===== config.mk =====
export PLATFORM = sky130hd
export DESIGN_NAME = serial_adder
export DESIGN_NICKNAME = d
export VERILOG_FILES = /design/src/rtl/serial_adder_pkg.sv /design/src/rtl/full_adder.sv /design/src/rtl/half_adder.sv /design/src/rtl/serial_adder.sv
export SDC_FILE = /design/constraint.sdc
export NUM_CORES = 1
export LEC_CHECK = 0
export CAP_MARGIN = 10
export CORE_MARGIN = 2
export CORE_UTILIZATION = 48
export CTS_BUF_LIST = sky130_fd_sc_hd__clkbuf_8
export CTS_CLUSTER_DIAMETER = 80
export DETAILED_ROUTE_END_ITERATION = 8
export PLACE_DENSITY = 0.87
export SYNTH_ARGS = -nofsm -noshare
export SYNTH_HDL_FRONTEND = slang
export SYNTH_HIERARCHICAL = 1
export SYNTH_SLANG_ARGS = --single-unit

===== constraint.sdc =====
create_clock -name clk -period 1.11 [get_ports clk]
set_input_delay 0.333 -clock clk [delete_from_list [all_inputs] [get_ports clk]]
set_output_delay 0.333 -clock clk [all_outputs]
set_load 0.005 [all_outputs]

===== src/rtl/serial_adder_pkg.sv =====
// rtl/serial_adder_pkg.sv - shared state encodings and sizing helpers for serial_adder
package serial_adder_pkg;

    localparam logic [1:0] S_IDLE  = 2'd0;
    localparam logic [1:0] S_SHIFT = 2'd1;
    localparam logic [1:0] S_DONE  = 2'd2;

    localparam int DEFAULT_WIDTH = 8;

    // Bit-counter width: must hold WIDTH-1, never narrower than one bit.
    function automatic int cnt_width(input int w);
        return (w > 1) ? $clog2(w) : 1;
    endfunction

endpackage


===== src/rtl/full_adder.sv =====
// rtl/full_adder.sv - full adder cell built from two half adders
module full_adder (
    input  logic a,
    input  logic b,
    input  logic cin,
    output logic sum,
    output logic cout
);

    logic s0;
    logic c0;
    logic c1;

    half_adder u_ha0 (
        .a     (a),
        .b     (b),
        .sum   (s0),
        .carry (c0)
    );

    half_adder u_ha1 (
        .a     (s0),
        .b     (cin),
        .sum   (sum),
        .carry (c1)
    );

    // At most one of the two half-adder carries can be set, so OR forms the cell carry.
    assign cout = c0 | c1;

endmodule


===== src/rtl/half_adder.sv =====
// rtl/half_adder.sv - single-bit half adder
module half_adder (
    input  logic a,
    input  logic b,
    output logic sum,
    output logic carry
);

    assign sum   = a ^ b;
    assign carry = a & b;

endmodule


===== src/rtl/serial_adder.sv =====
// rtl/serial_adder.sv - bit-serial LSB-first adder with registered sum/carry and done pulse
module serial_adder
    import serial_adder_pkg::*;
#(
    parameter int WIDTH = DEFAULT_WIDTH
) (
    input  logic             clk,
    input  logic             rst_n,
    input  logic             start,
    input  logic [WIDTH-1:0] a,
    input  logic [WIDTH-1:0] b,
    output logic             busy,
    output logic             done,
    output logic [WIDTH-1:0] sum,
    output logic             carry
);

    localparam int CW = cnt_width(WIDTH);
    localparam logic [CW-1:0] LAST_BIT = CW'(WIDTH - 1);

    logic [1:0]       state;
    logic [WIDTH-1:0] a_sh;
    logic [WIDTH-1:0] b_sh;
    logic [WIDTH-1:0] acc;
    logic [WIDTH-1:0] acc_next;
    logic [CW-1:0]    cnt;
    logic             cflop;
    logic             fa_s;
    logic             fa_co;

    full_adder u_fa (
        .a    (a_sh[0]),
        .b    (b_sh[0]),
        .cin  (cflop),
        .sum  (fa_s),
        .cout (fa_co)
    );

    // New sum bit enters at the MSB; after WIDTH shifts bit 0 has reached the LSB.
    assign acc_next = (acc >> 1) | (WIDTH'(fa_s) << (WIDTH - 1));

    assign busy = (state == S_SHIFT);
    assign done = (state == S_DONE);

    // Control FSM plus operand/accumulator shifting; outputs only load on the last bit.
    always_ff @(posedge clk) begin
        if (!rst_n) begin
            state <= S_IDLE;
            a_sh  <= '0;
            b_sh  <= '0;
            acc   <= '0;
            cnt   <= '0;
            cflop <= 1'b0;
            sum   <= '0;
            carry <= 1'b0;
        end else begin
            case (state)
                S_IDLE: begin
                    if (start) begin
                        a_sh  <= a;
                        b_sh  <= b;
                        acc   <= '0;
                        cnt   <= '0;
                        cflop <= 1'b0;
                        state <= S_SHIFT;
                    end
                end
                S_SHIFT: begin
                    acc   <= acc_next;
                    a_sh  <= a_sh >> 1;
                    b_sh  <= b_sh >> 1;
                    cflop <= fa_co;
                    cnt   <= cnt + CW'(1);
                    if (cnt == LAST_BIT) begin
                        sum   <= acc_next;
                        carry <= fa_co;
                        state <= S_DONE;
                    end
                end
                S_DONE: begin
                    state <= S_IDLE;
                end
                default: begin
                    state <= S_IDLE;
                end
            endcase
        end
    end

endmodule


# == Word-level counts from Yosys, hierarchy flattened ==
# Cells that the tools add are included.
# Widths: inputs -> output; s select.
# totals
reg_bits,39
output_inout_bits,11
word_cells,38
inputBits,19
# classes
n_reduce_logical,5
mux,13
eq_ne,5
n_bitwise,6
add_sub_neg,1
# ops
cell,count
$pmux 8 s2,3
$mux 8,3
$or 7x8->8,1
$pmux 3 s2,1
$reduce_and 2->1,3
$mux 2,2
$pmux 2 s2,1
$add 3x1->3 const B,1
$eq 3x3->1 const B,1
$mux 3,1
$and 1x1->1,2
$eq 2x1->1 const B,1
$eq 2x2->1 const B,1
$logic_not 2->1,1
$ne 2x1->1 const B,1
$ne 2x2->1 const B,1
$pmux 1 s2,1
$reduce_bool 2->1,1
$xor 1x1->1,2
$mux 1,1
$or 1x1->1,1

# == Depth between registers and ports, before layout ==
# depth
ltp_word,4
mapped_depth,6
ltp_nobuf,5

# == Modules after synthesis ==
# The synthesis kept the hierarchy.
# by_module_without_submodules
mod,area_each_um2,n_inst,cells_per_inst
serial_adder,1582.8,1,159
half_adder,12.5,2,1
full_adder,6.3,1,1

# == Worst setup path after synthesis ==
# OpenSTA, ideal clock, no wires.
# synth_path
path_kind,reg-to-reg
start,register a_sh[0]
end,register cflop
synth_period_minus_slack_ns,1.220
required_time_ns,0.989
t_arrival_ns,1.099
setup_slack_ns,-0.110
path_stages_with_launch,6
cell_sequence,dfxtp_1 -> ha_1 -> ha_1 -> or2_1 -> nand2_1 -> o22ai_1
# synth_via
elab_chain_len,4
# synth_rtl
item,line_no,rtl
"start, declared",serial_adder.sv:22,logic [WIDTH-1:0] a_sh;
"start signal, assigned",serial_adder.sv:70,a_sh <= a_sh >> 1;
$xor 1x1->1,half_adder.sv:9,assign sum = a ^ b;
via u_fa.s0,full_adder.sv:10,logic s0;
$and 1x1->1,half_adder.sv:10,assign carry = a & b;
via u_fa.c1,full_adder.sv:12,logic c1;
$or 1x1->1,full_adder.sv:29,assign cout = c0 | c1;
via fa_co,serial_adder.sv:29,logic fa_co;
$pmux 1 s2,serial_adder.sv:57,case (state)
"end signal, assigned",serial_adder.sv:72,cflop <= fa_co;
"end, declared",serial_adder.sv:27,logic cflop;
# The timed path passes the listed nets, and every way through them passes these cells.
# A chain may end at the register's enable or synchronous reset.

# == Worst setup path after layout ==
# layout_path
start,register state[1]
end,output port busy
# layout_via
elab_chain_len,1
# layout_rtl
item,line_no,rtl
"start, declared",serial_adder.sv:21,logic [1:0] state;
"start signal, assigned",serial_adder.sv:48,state <= S_IDLE;
"start signal, assigned",serial_adder.sv:65,state <= S_SHIFT;
"start signal, assigned",serial_adder.sv:77,state <= S_DONE;
$eq 2x1->1,serial_adder.sv:42,assign busy = (state == S_SHIFT);
"end, declared",serial_adder.sv:12,"output logic busy,"
# No other way between the ends.

==> impl_results.md <==
- Run status: complete, but fails checks
- Violated checks: setup timing
- Top Ports: 30
- Hold path cells: 2
- Yosys reg bits: 38
- RD Place Congestion: 0.709
- Post-Syn Area: 1610 µm²
- H-tree depth: 2
- Vias: around 1.4k
- GRT overflow: 0
- Initial antenna violation count: 0
- Total track usage: ~22%
- Worst slew pin tran: 0.329 ns
- WL met2: around 2000 µm
- Slew margin rel.: between 70 and 80%
- Initial core utilization: 49.1%
- Clock Path Buffers: 2
- Post-Route Skew: roughly 0.0075 ns
- Worst Path Max Fanout: 3
- Synth warnings: 6
- Largest net degree at the start of global routing: 24
- Area Growth Syn to Fin: 50.2%
- Final core occ: around 74%
- Peak Freq: approximately 0.79 GHz
- Share of the synthesized area in the top cell type: 47.1%
- Setup tns final: -2.47 ns
- Startpoint Class: flop
- Cell chain of the critical path: nand2b_4 -> inv_4 -> buf_6
- RSZ-0062 raised after global routing: yes
- Nets: ~230
- Final hold violation count: 0
- Layout Cell Area excl Fill: ~2400 µm²
- Clock transition at path regs: approximately 0.07 ns
- Crit end category: output pin
- CTS buffer count: 5
- Buffers on Ports: 29
- Worst path top cell family by delay: flip-flops
- HPWL Detailed: around 2100 µm
- Syn_nets: 185
- Final Critical Period: 1.27 ns
- Syn_area_per_cell: between 9 and 10 µm²
- Worst Path Required: approximately 0.78 ns
- Met3 WL: roughly 240 µm
- Max VDD drop: approximately 0.0011 V
- Crit-path max cell delay: about 0.36 ns
- Post-DR wirelength/cell: about 16 µm
- Worst r2r path cells: 5
- Clk Tree Root Cell: clkbuf_8
- CTS tree: yes
- Worst path slowest cell: dfxtp_2
- DR iter-0 viols: 64
- Vias in the first global route: 1329
- Top Layer Used: met4
- Critical path depth: 3
- Row Count: 21
- Cell Pwr Density: 1190 nW/µm²
- Area post-placement: around 2000 µm²
- Asr flop ratio synth: 0%
- Post-synthesis sequential area ratio: 47.1%
- Fin crit share: 115%
- Setup Crit Path Kind: flop to output pin
- Max-Cap Viols: 0
- Cells after Synth: around 160
- CP Buf/Inv Count: 2
- Drt drc: 0
- DRT antenna net count: 0
- Worst EP arrival: 0.94 ns
- Final Hold Slack: about 0.46 ns
- Final setup viols: 34
- Number of diodes: 0
- Count leader, synth: dfxtp_1
- Final worst slack: -0.162 ns
- Layout cells sized above 1: between 40% and 50%
- Skew-Pair Late Insertion Delay: roughly 0.30 ns
- Final WL: about 4100 µm
- Post-synth EDFFs: 0
- Drt pass-1 iters: 4
- Clock sinks: 38
- Hold Crit Class: flop to flop
- Die width: a little over 60 µm
- Die Span Y: between 60 and 70 µm
- Leading area contributor after synthesis: dfxtp_1
- Lkg Pwr: between 1 and 1.5 nW
- Die ar.: between 3000 and 4000 µm²
- Synth top cells by count: dfxtp_1, nand2_1, nor2_1, a211oi_2, o21ai_1
- Most used DFF post-synth: dfxtp_1
- Vias per inst: 5.45
- Global-route wire length before repair: roughly 6000 µm
- Core area: around 3300 µm²
- Top post-synthesis cells by area: dfxtp_1, a211oi_2, mux2i_1
- Max Slew Vio Count: 0
- Yosys cell types: 22
- Metal1 wirelength: ~1700 µm
## state kept, by name, summed over array words and instances, names as in the netlist
name	count
sum	8
acc	7
cflop	1
a_sh	8
state	2
b_sh	8
carry	1
cnt	3
## routing by layer
| metal | global-route usage [%] | vias up |
|---|---|---|
| li1 | - | 680 |
| met4 | 11.9 | 0 |
| met5 | 0 | - |
| met2 | 35.4 | 45 |
| met1 | 26.9 | 670 |
| met3 | 7.87 | 6 |
## final timing paths
| kind | start | to | slack, ns |
|---|---|---|---|
| worst min register to register | carry$_SDFFE_PN0P_ | carry$_SDFFE_PN0P_ | 0.46 |
| worst max-delay path | state[1]$_SDFFE_PN0P_ | busy | -0.16 |
| worst max register to register | state[1]$_SDFFE_PN0P_ | b_sh[2]$_SDFFE_PN0P_ | -0.14 |
| worst min-delay path | carry$_SDFFE_PN0P_ | carry$_SDFFE_PN0P_ | 0.46 |
## timing repair
item,4_1_cts,5_1_grt
hold buffers,0,0
pin swaps,8,11
gates cloned,3,1
gates resized for setup,85,22
buffers inserted,7,0
endpoints found under the setup margin,49,37
## layout make-up
class / count / area (µm²)
tap: 46 / 57.6
multi-input combinational: 111 / 986
inverter: 3 / 13.8
clock inverter: 2 / 10.0
fill: 208 / 860
timing repair buffer: 52 / 507
clock buffer: 5 / 68.8
sequential: 38 / 782
## cell families after synthesis
| group | after synthesis | synth area share [%] |
|---|---|---|
| fa+ha+maj | 4 | 3.10 |
| flops | 38 | 47.1 |
| compound gates | 40 | 20.4 |
| buf+inv | 16 | 6.43 |
| mux | 13 | 8.06 |
| simple gates | 51 | 14.9 |
## power breakdown
part           switching (mW)  internal [mW]
Sequential             0.0484           1.43
Clock                   0.485          0.421
Combinational           0.229          0.269
## tightest hold or removal path, delay by kind of cell (launching register included)
kind               cells  cell delay (ns)
DFF                    1             0.32
AOI/OAI and AO/OA      1             0.05
and+or+nand+nor        1             0.05
## cells in the final DEF, fill, tap and decap left out, types with 2 or more instances in the layout
cell type / count
nand3_2: 8
dlygate4sd2_1: 2
buf_4: 14
clkdlybuf4s50_1: 16
clkbuf_8: 5
nand2_1: 16
o22ai_2: 2
mux2i_1: 13
o22ai_1: 8
a211oi_2: 14
nor2_2: 2
o21ai_1: 7
o21ai_2: 6
inv_1: 2
nand3b_4: 4
buf_6: 5
buf_2: 9
buf_12: 4
nor2_1: 13
dfxtp_1: 23
dfxtp_2: 14
clkinv_2: 2
ha_4: 4
nand3_1: 3
## per-stage QoR
| step | instances | power, mW | worst slack (ns) |
|---|---|---|---|
| 2_1_floorplan | 162 | 1.73 | -0.0121 |
| 5_1_grt | 257 | 2.99 | -0.202 |
| 6_report | 257 | 2.88 | -0.162 |
| 3_5_place_dp | 239 | 1.89 | -0.404 |
| 4_1_cts | 256 | 2.83 | -0.151 |
| 3_3_place_gp | 239 | 1.87 | -0.360 |
No activity file was read; power rests on OpenSTA's default activity.
==> edit 1: new RTL, same flow settings <==
Add an input register stage for `start`, `a` and `b`, cleared by the reset; this delays them by one clock.
--- a/src/rtl/serial_adder.sv
+++ b/src/rtl/serial_adder.sv
@@ -17,6 +17,22 @@
 
     localparam int CW = cnt_width(WIDTH);
     localparam logic [CW-1:0] LAST_BIT = CW'(WIDTH - 1);
+
+    logic start_q;
+    logic [WIDTH-1:0] a_q;
+    logic [WIDTH-1:0] b_q;
+
+    always_ff @(posedge clk) begin
+        if (!rst_n) begin
+            start_q <= '0;
+            a_q     <= '0;
+            b_q     <= '0;
+        end else begin
+            start_q <= start;
+            a_q     <= a;
+            b_q     <= b;
+        end
+    end
 
     logic [1:0]       state;
     logic [WIDTH-1:0] a_sh;
@@ -56,9 +72,9 @@
         end else begin
             case (state)
                 S_IDLE: begin
-                    if (start) begin
-                        a_sh  <= a;
-                        b_sh  <= b;
+                    if (start_q) begin
+                        a_sh  <= a_q;
+                        b_sh  <= b_q;
                         acc   <= '0;
                         cnt   <= '0;
                         cflop <= 1'b0;
Formal check against the unedited RTL: not equivalent (Yosys sat finds a counterexample within 4 cycles, from zero or initial values and one cycle with rst_n low).
==> edit 1 against the unedited design <==
The flow still finishes with violations (negative setup slack). First-iteration DRC count is 58% higher. Synthesized area is 31% higher. Combinational power down 8.6%. Worst setup slack got worse by 0.056 ns. Cell area grew 21%. Routed wire length grew 6.3%. Non-clock buffer count stayed put. Synthesized cell count is 34% higher. Count of clock-buffer cells in the layout rose by 1. Critical path depth stayed put. Sequential cell count is 17 higher. Via count increased by 18%. Power grew 36%. Utilization down 5.5 points. Highest routed layer unchanged.
==> edit 1: results (changes against the unedited design) <==
metric	value	unit	change
status	finished, violations left		
failing checks	negative setup slack		
pre-CTS setup slack	-0.313	ns	+0.0904 ns
setup repair bufs after CTS	8		+1
P_int	3.04	mW	+44%
clock-pin slew on the worst setup and hold paths	0.09	ns	+0.02 ns
fin nets	284		+21%
Resized cells post-CTS	93		+9.4%
Setup Total Neg Slack	-2.96	ns	-0.495 ns
WL/cell	13.9	um	-13%
gpl congestion	0.766		+7.9%
DRT iter0 DRCs	101		+58%
met3 GRT Util	0.0505		-0.0282
top post-synthesis cells by area	dfxtp_1, nand2_1, and2_1		
min setup slack post-route	-0.218	ns	-0.0558 ns
cell count after placement	293		+23%
slowest cell on the critical path	dfxtp_4		
share of cells above drive strength 1	0.370		-0.127
number of global-route vias before repair	1574		+18%
Post-Route WL	4360	um	+6.3%
GRT met2 Usage	0.316		-0.0387
detailed placer's ending HPWL	2330	um	+11%
detailed-route via count	1660		+18%
first-pass GRT wire length	7360	um	+21%
Worst Path Arrival	0.99	ns	+0.05 ns
final setup violation count	38		+12%
GRT met1 Usage	0.225		-0.0432
==> edit 1: power groups by stage <==
stage          combinational [mW]  clock [mW]  sequential (mW)
2_1_floorplan               0.250           0             2.13
3_5_place_dp                0.366           0             2.15
4_1_cts                     0.436        1.37             2.11
3_3_place_gp                0.354           0             2.15
6_report                    0.455        1.35             2.12
5_1_grt                     0.503        1.47             2.13
==> edit 1: cells by family after synthesis <==
group	share of synthesized area
compound gates	0.177
fa+ha+maj	0.0236
buf+inv	0.0643
flops	0.519
mux	0.00472
simple gates	0.211
==> edit 1: cell type report <==
type	count	area [um^2]
Multi-Input combinational cell	144	1090
Timing Repair Buffer	52	522
Clock buffer	6	82.6
Inverter	3	11.3
Clock inverter	2	35.0
Tap cell	52	65.1
Fill cell	330	1360
Sequential cell	55	1120
==> edit 1: through the flow <==
stage	utilization	area [um^2]	hold slack (ns)
after floorplan	-	2140	0.428
after global placement	0.581	2500	0.440
after detailed placement	0.581	2500	0.444
after CTS	0.660	2830	0.461
after global routing	0.683	2930	0.475
final	0.683	2930	0.458
==> edit 1: path summary, 6_finish.rpt <==
kind / from / slack, ns / depth (start not counted) / end
worst max-delay path: state[1]$_SDFFE_PN0P_ / -0.22 / 3 / busy
worst min-delay path: a_q[7]$_SDFF_PN0_ / 0.46 / 2 / a_sh[7]$_SDFFE_PN0P_
worst max register to register: a_sh[0]$_SDFFE_PN0P_ / -0.22 / 5 / cflop$_SDFFE_PN0P_
worst min register to register: a_q[7]$_SDFF_PN0_ / 0.46 / 2 / a_sh[7]$_SDFFE_PN0P_
==> edit 1: routing by layer <==
layer | vias to the layer above | share of wire
met5 | - | 0
met4 | 0 | 0.014
met3 | 6 | 0.033
met2 | 32 | 0.52
met1 | 784 | 0.43
li1 | 838 | -
==> edit 2: new RTL, same flow settings <==
Without the edit above. Change the package constant `DEFAULT_WIDTH` from 8 to 6.
--- a/src/rtl/serial_adder_pkg.sv
+++ b/src/rtl/serial_adder_pkg.sv
@@ -5,7 +5,7 @@
     localparam logic [1:0] S_SHIFT = 2'd1;
     localparam logic [1:0] S_DONE  = 2'd2;
 
-    localparam int DEFAULT_WIDTH = 8;
+    localparam int DEFAULT_WIDTH = 6;
 
     // Bit-counter width: must hold WIDTH-1, never narrower than one bit.
     function automatic int cnt_width(input int w);
Ports: changed (resized a, b and sum); port bits go from 30 to 24. No check against the original RTL was run, so the function may have changed too.
==> edit 2 against the unedited design <==
Synthesized area down 20%. Critical path type unchanged. Sequential cell count down 8. Largest cell class unchanged. Cell count down 16%. Worst setup slack better by 0.0046 ns. Cell area fell by 22%. The run still ends with negative setup slack left. Clock skew down 0.0019 ns. Routed wire length shrank 8.6%. Power fell by 18%. Clock power about the same.
==> edit 2: results (changes against the unedited design) <==
metric	value	unit	change
Commonest cells post-synth	nand2_1, dfxtp_1, a22o_1		
status	finished, violations left		
hold_ws	0.454	ns	-0.00358 ns
worst vdd ir	965	uV	-8.5%
pre-CTS setup slack	-0.496	ns	-0.0917 ns
Setup Total Neg Slack	-2.87	ns	-0.401 ns
Worst R2R End	state[1]$_SDFFE_PN0P_		
number of global-route vias before repair	1201		-9.6%
Worst Tran Pin Value	0.318	ns	-0.0114 ns
largest net degree at the start of global routing	25		+4.2%
Post-Route WL	3750	um	-8.6%
global-route usage over all layers	0.242		+0.0171
GRT met2 Usage	0.429		+0.0744
fill cell count	161		-23%
placed cell areas	1660	um^2	-19%
number of vias per cell	5.70		+4.6%
DRT iter0 DRCs	36		-44%
Seq/Total Area, Yosys	0.467		-0.00394
final setup violation count	27		-21%
Finished Layout Cells	216		-16%
Worst Hold Launch	sum[0]$_SDFFE_PN0P_		
R2R Path Start	state[0]$_SDFFE_PN0P_		
min setup slack post-route	-0.158	ns	+0.00461 ns
Mapped Nets	160		-14%
CP Max Fanout	4		+1
GRT met1 Usage	0.259		-0.00922
PD cells	1250	nW/um^2	+5.2%
buffers added on ports	23		-21%
failing checks	negative setup slack		
leakage power	0.795	nW	-21%
share of cells above drive strength 1	0.376		-0.121
edit 2: cell types whose count changed after synthesis, moves of 8 or more:
cell      unedited run  this run
a22o_1               0        17
nand2_1             17        34
nor2_1              16         0
o21ai_0              0        16
a211oi_2            14         0
o21ai_1             14         0
mux2i_1             13         0
nand3_1             11         0
a21boi_0             0        10
o22ai_1             10         0
dfxtp_1             38        30
edit 2: layout make-up:
cell class	count	area share
clock inverters	2	0.00462
inverters	2	0.00396
multi-input cells	98	0.370
clock buffers	6	0.0436
well taps	30	0.0198
repair buffers	48	0.230
flip-flops and latches	30	0.328
edit 2: report_power, final:
group          internal [mW]  switching (mW)  total (mW)
logic                  0.184           0.138       0.322
clock network          0.490           0.413       0.903
registers               1.11          0.0277        1.14
total                   1.79           0.579        2.36
edit 2: worst max path at each step:
| stage | from | end | slack [ns] |
|---|---|---|---|
| after global placement | start | b_sh[0]$_SDFFE_PN0P_ | -0.47 |
| after CTS | state[1]$_SDFFE_PN0P_ | busy | -0.16 |
| after floorplan | state[0]$_SDFFE_PN0P_ | a_sh[0]$_SDFFE_PN0P_ | -0.11 |
| after global routing | state[0]$_SDFFE_PN0P_ | carry$_SDFFE_PN0P_ | -0.19 |
| final | state[1]$_SDFFE_PN0P_ | busy | -0.16 |
| after detailed placement | start | acc[5]$_SDFFE_PN0P_ | -0.50 |
edit 2: logic make-up after synthesis:
group,count (synthesis),synth area share
flops,30,0.467
compound gates,46,0.253
simple gates,48,0.182
fa+ha+maj,4,0.0389
buf+inv,13,0.0584
edit 2: timing repair:
item	CTS	global route
resized for setup	73	11
cloned	1	1
endpoints found under the setup margin	37	31
pin swaps	20	14
hold buffers	0	0
buffers inserted	6	2
edit 2: worst max-delay path, stage by stage (launching register included):
cell     delay (ns)
dfxtp_2        0.34
and2b_1        0.19
buf_2          0.12
